==> src/rtl/debounce_fsm.sv <==
// Debouncer for a raw mechanical input: synchronizer, tick prescaler, tick counter, 4-state FSM.
// Define DEBOUNCE_SYNC_EN to include the 2-flop input synchronizer.
module debounce_fsm #(
    parameter int TICK_DIV     = 100000,
    parameter int STABLE_TICKS = 10
) (
    input  logic clk,
    input  logic reset,
    input  logic noisy_in,
    output logic db,
    output logic busy
);

    localparam int PW = (TICK_DIV > 1) ? $clog2(TICK_DIV) : 1;
    localparam int CW = (STABLE_TICKS > 1) ? $clog2(STABLE_TICKS) : 1;
    localparam logic [PW-1:0] PRE_MAX = PW'(TICK_DIV - 1);
    localparam logic [CW-1:0] CNT_MAX = CW'(STABLE_TICKS - 1);

    typedef enum logic [1:0] {
        ZERO,
        WAIT1,
        ONE,
        WAIT0
    } state_e;

    logic s_in;

`ifdef DEBOUNCE_SYNC_EN
    logic s1_q;
    logic s2_q;

    always_ff @(posedge clk or posedge reset) begin
        if (reset) begin
            s1_q <= 1'b0;
            s2_q <= 1'b0;
        end else begin
            s1_q <= noisy_in;
            s2_q <= s1_q;
        end
    end

    assign s_in = s2_q;
`else
    assign s_in = noisy_in;
`endif

    state_e          state_q, state_d;
    logic [PW-1:0]   pre_q, pre_d;
    logic [CW-1:0]   cnt_q, cnt_d;
    logic            db_q, db_d;
    logic            busy_q, busy_d;
    logic            tick;
    logic            rising;
    logic            abort;

    assign tick   = (pre_q == PRE_MAX);
    assign rising = (state_q == WAIT1);
    assign abort  = (s_in != rising);

    // Counters run only inside a WAIT state and read zero on every entry.
    always_comb begin
        state_d = state_q;
        pre_d   = '0;
        cnt_d   = '0;
        unique case (state_q)
            ZERO: begin
                if (s_in) state_d = WAIT1;
            end
            ONE: begin
                if (!s_in) state_d = WAIT0;
            end
            WAIT1, WAIT0: begin
                if (abort) begin
                    state_d = rising ? ZERO : ONE;
                end else if (tick && (cnt_q == CNT_MAX)) begin
                    state_d = rising ? ONE : ZERO;
                end else if (tick) begin
                    cnt_d = cnt_q + CW'(1);
                end else begin
                    pre_d = pre_q + PW'(1);
                    cnt_d = cnt_q;
                end
            end
            default: state_d = ZERO;
        endcase
        db_d   = (state_d == ONE) || (state_d == WAIT0);
        busy_d = (state_d == WAIT1) || (state_d == WAIT0);
    end

    always_ff @(posedge clk or posedge reset) begin
        if (reset) begin
            state_q <= ZERO;
            pre_q   <= '0;
            cnt_q   <= '0;
            db_q    <= 1'b0;
            busy_q  <= 1'b0;
        end else begin
            state_q <= state_d;
            pre_q   <= pre_d;
            cnt_q   <= cnt_d;
            db_q    <= db_d;
            busy_q  <= busy_d;
        end
    end

    assign db   = db_q;
    assign busy = busy_q;

endmodule

==> config.mk <==
export PLATFORM = sky130hd
export DESIGN_NAME = debounce_fsm
export DESIGN_NICKNAME = d
export VERILOG_FILES = /design/src/rtl/debounce_fsm.sv
export SDC_FILE = /design/constraint.sdc
export NUM_CORES = 1
export LEC_CHECK = 0
export CORE_ASPECT_RATIO = 1.4
export CORE_MARGIN = 2
export CORE_UTILIZATION = 40
export CTS_BUF_LIST = sky130_fd_sc_hd__clkbuf_16
export CTS_CLUSTER_DIAMETER = 30
export DETAILED_ROUTE_END_ITERATION = 7
export GPL_TIMING_DRIVEN = 0
export PLACE_DENSITY = 0.58
export REMOVE_ABC_BUFFERS = 1
export SYNTH_ARGS = -nofsm -noshare
export SYNTH_HDL_FRONTEND = slang
export SYNTH_SLANG_ARGS = --single-unit
==> constraint.sdc <==
create_clock -name clk -period 2.3 [get_ports clk]
set_input_delay 0.46 -clock clk [delete_from_list [all_inputs] [get_ports clk]]
set_output_delay 0.46 -clock clk [all_outputs]
set_load 0.01 [all_outputs]
==> flow_summary.json <==
{
  "status": "finished, final reports clean",
  "grt_overflow": 0,
  "rows": 23,
  "antenna_found_initial": 0,
  "slew_headroom": 0.408,
  "vias": 844,
  "path_max_fanout": 17,
  "peakVddDrop_v": 0.000392,
  "synth_warnings": 0,
  "timing.hold.worst.class": "flop to flop",
  "first_pass_iters": 4,
  "syn-cell-area_mm2": 0.00120,
  "hold_buffers": 0,
  "r2r_cells": 5,
  "path_cells": "ha_1, and4_1, nand4_4, nand3_1, a21oi_1",
  "drive_gt1_frac": 0.0744,
  "rsz0062_at_grt": "false",
  "ctsHtreeMaxLevel": 1,
  "avgSynthCellArea_um2": 10.4,
  "synth-seq-cells": 24,
  "drv_slew": 0,
  "ys_types": 27,
  "antenna_cells": 0,
  "die_y_um": 68.9,
  "ios": 5,
  "dp_hpwl_mm": 1.49,
  "worst_slew_pin_slew_ns": 0.887,
  "area_delta_synth_final_pct": 12.4,
  "clock_latency_ns": 0.25,
  "die_w_um": 50.4,
  "dieArea_mm2": 0.00347,
  "clk_pin_slew_worst_paths_ns": 0.06,
  "cts_made_buffers": 3,
  "drt_iter0_drc": 9,
  "grt_pass1_wl_mm": 3.91,
  "grt_use_total": 0.152,
  "cp_slowest_stage_delay_ns": 0.52,
  "grt_start_max_net_pins": 25,
  "setup_viol": 0,
  "grt_pass1_vias": 893,
  "arrival_ns": 2.24,
  "fmax_ghz": 0.481,
  "finalHoldViolations": 0,
  "cts.sinks": 24,
  "clock-root-buffer": "clkbuf_16",
  "tns_ns": 0,
  "gp_congestion": 0.767,
  "finalCriticalPeriod_ns": 2.08,
  "final_area_mm2": 0.00135,
  "whs_path_depth": 1,
  "finalCritPeriodShare": 0.905,
  "crit_type": "flop to flop",
  "core-area_mm2": 0.00288,
  "start_util": 0.419,
  "worst_setup_path_end_kind": "flop",
  "p_leak_uw": 0.000594,
  "wl_per_cell_um": 13.6,
  "ctsResizeCount": 0,
  "cts_tree": "built",
  "critical_path.slowest_cell": "nand3_1",
  "cp.required_ns": 2.46,
  "io_buffers": 4,
  "wl_mm": 2.15,
  "clk_path_buf_depth": 2,
  "nNetsFinal": 128,
  "power_density_mw_per_mm2": 609,
  "crit_path_start_kind": "flop",
  "viasPerCell": 5.34,
  "cts_setup_buffers": 0,
  "skew_ns": 0.00205,
  "synthCells": 116,
  "drc": 0,
  "ant_nets": 0,
  "yosysSeqAreaShare": 0.498,
  "placed_area_mm2": 0.00127,
  "drv_cap": 0
}
## cell families (layout without fill, tap and decap cells)
family / after synthesis / count (layout) / synth area share
mux: 4 / 4 / 0.0353
xor+xnor: 14 / 14 / 0.102
buf+inv: 8 / 13 / 0.0291
compound gates: 9 / 9 / 0.0415
fa+ha+maj: 3 / 3 / 0.0312
flops: 24 / 24 / 0.498
simple gates: 54 / 54 / 0.263
## through the flow
step | total power [uW] | cells | worst slack, ns | utilization | hold slack, ns
floorplan | 449 | 113 | 0.549 | - | 0.448
global placement | 460 | 154 | 0.150 | 0.443 | 0.469
detailed placement | 460 | 154 | 0.113 | 0.443 | 0.479
CTS | 835 | 158 | 0.211 | 0.470 | 0.488
global route | 861 | 158 | 0.0109 | 0.470 | 0.506
finish | 825 | 158 | 0.219 | 0.470 | 0.485
## flip-flops by register name (all words and copies together), names as in the netlist
name and flops:
state_q 1, busy 1, pre_q 17, db 1, cnt_q 4
## worst max-delay path, delay by kind of cell, from the launching register on
family / cells / cell delay, ns
compound gates: 1 / 0.30
fa+ha+maj: 1 / 0.25
flops: 1 / 0.40
simple gates: 3 / 1.03
## final timing paths
check / from / endpoint / slack (ns)
setup / recovery: pre_q[0]$_DFF_PP0_ / pre_q[16]$_DFF_PP0_ / 0.22
hold / removal: pre_q[0]$_DFF_PP0_ / pre_q[0]$_DFF_PP0_ / 0.48
setup reg to reg: pre_q[0]$_DFF_PP0_ / pre_q[16]$_DFF_PP0_ / 0.22
hold reg to reg: pre_q[0]$_DFF_PP0_ / pre_q[0]$_DFF_PP0_ / 0.48
max in group asynchronous: reset / pre_q[10]$_DFF_PP0_ / 1.06
min in group asynchronous: reset / pre_q[0]$_DFF_PP0_ / 0.69
## cells in the mapped netlist
cell / n / share of area
nor4b_2: 1 / 0.012
mux2i_1: 2 / 0.017
nand2_1: 6 / 0.019
ha_1: 3 / 0.031
nor3b_1: 1 / 0.0062
and2_1: 1 / 0.0052
dfrtp_1: 24 / 0.50
nand3_1: 7 / 0.029
nand4_1: 6 / 0.031
nand4_4: 1 / 0.018
a31oi_1: 2 / 0.010
buf_2: 1 / 0.0041
inv_1: 5 / 0.016
clkbuf_1: 1 / 0.0031
and4bb_2: 2 / 0.021
and3b_1: 1 / 0.0073
xor2_1: 13 / 0.094
o21a_1: 1 / 0.0062
a21oi_1: 3 / 0.012
mux2_2: 2 / 0.019
or4_1: 2 / 0.012
or3_1: 2 / 0.010
buf_4: 1 / 0.0062
and4_1: 4 / 0.029
nor2_1: 20 / 0.062
xnor2_1: 1 / 0.0073
o21ai_0: 3 / 0.012
## report_power, final
| part | switching (uW) | total (uW) | internal [uW] |
|---|---|---|---|
| logic | 17.4 | 24.6 | 7.15 |
| clock network | 141 | 373 | 232 |
| registers | 2.32 | 427 | 425 |
## cells in the final DEF, fill, tap and decap left out, drive strengths merged
cell and n:
dfrtp 24, nor2 20, xor2 13, nand3 7
nand4 7, nand2 6, inv 5, and4 4
clkdlybuf4s50 4, o21ai 3, a21oi 3, ha 3
clkbuf 3, a31oi 2, and4bb 2, or4 2
mux2 2, or3 2, mux2i 2, nor3b 1
nor4b 1, and3b 1, o21a 1, and2 1
xnor2 1, clkinv 1
## routing by layer
metal | part of all wire | vias up | global-route usage
met4 | 0.016 | 0 | 0.0912
li1 | - | 415 | -
met3 | 0.014 | 4 | 0.0216
met2 | 0.53 | 8 | 0.273
met5 | 0 | - | 0
met1 | 0.44 | 417 | 0.173
## final cells by class
cell class              count  area (um2)
clock buffers               3        75.1
clock inverters             1        3.75
fillers                   275        1520
inverters                   5        18.8
multi-input cells          84         569
flip-flops and latches     24         601
well taps                  37        46.3
repair buffers              4        40.0
(Power assumes the default switching activity.)
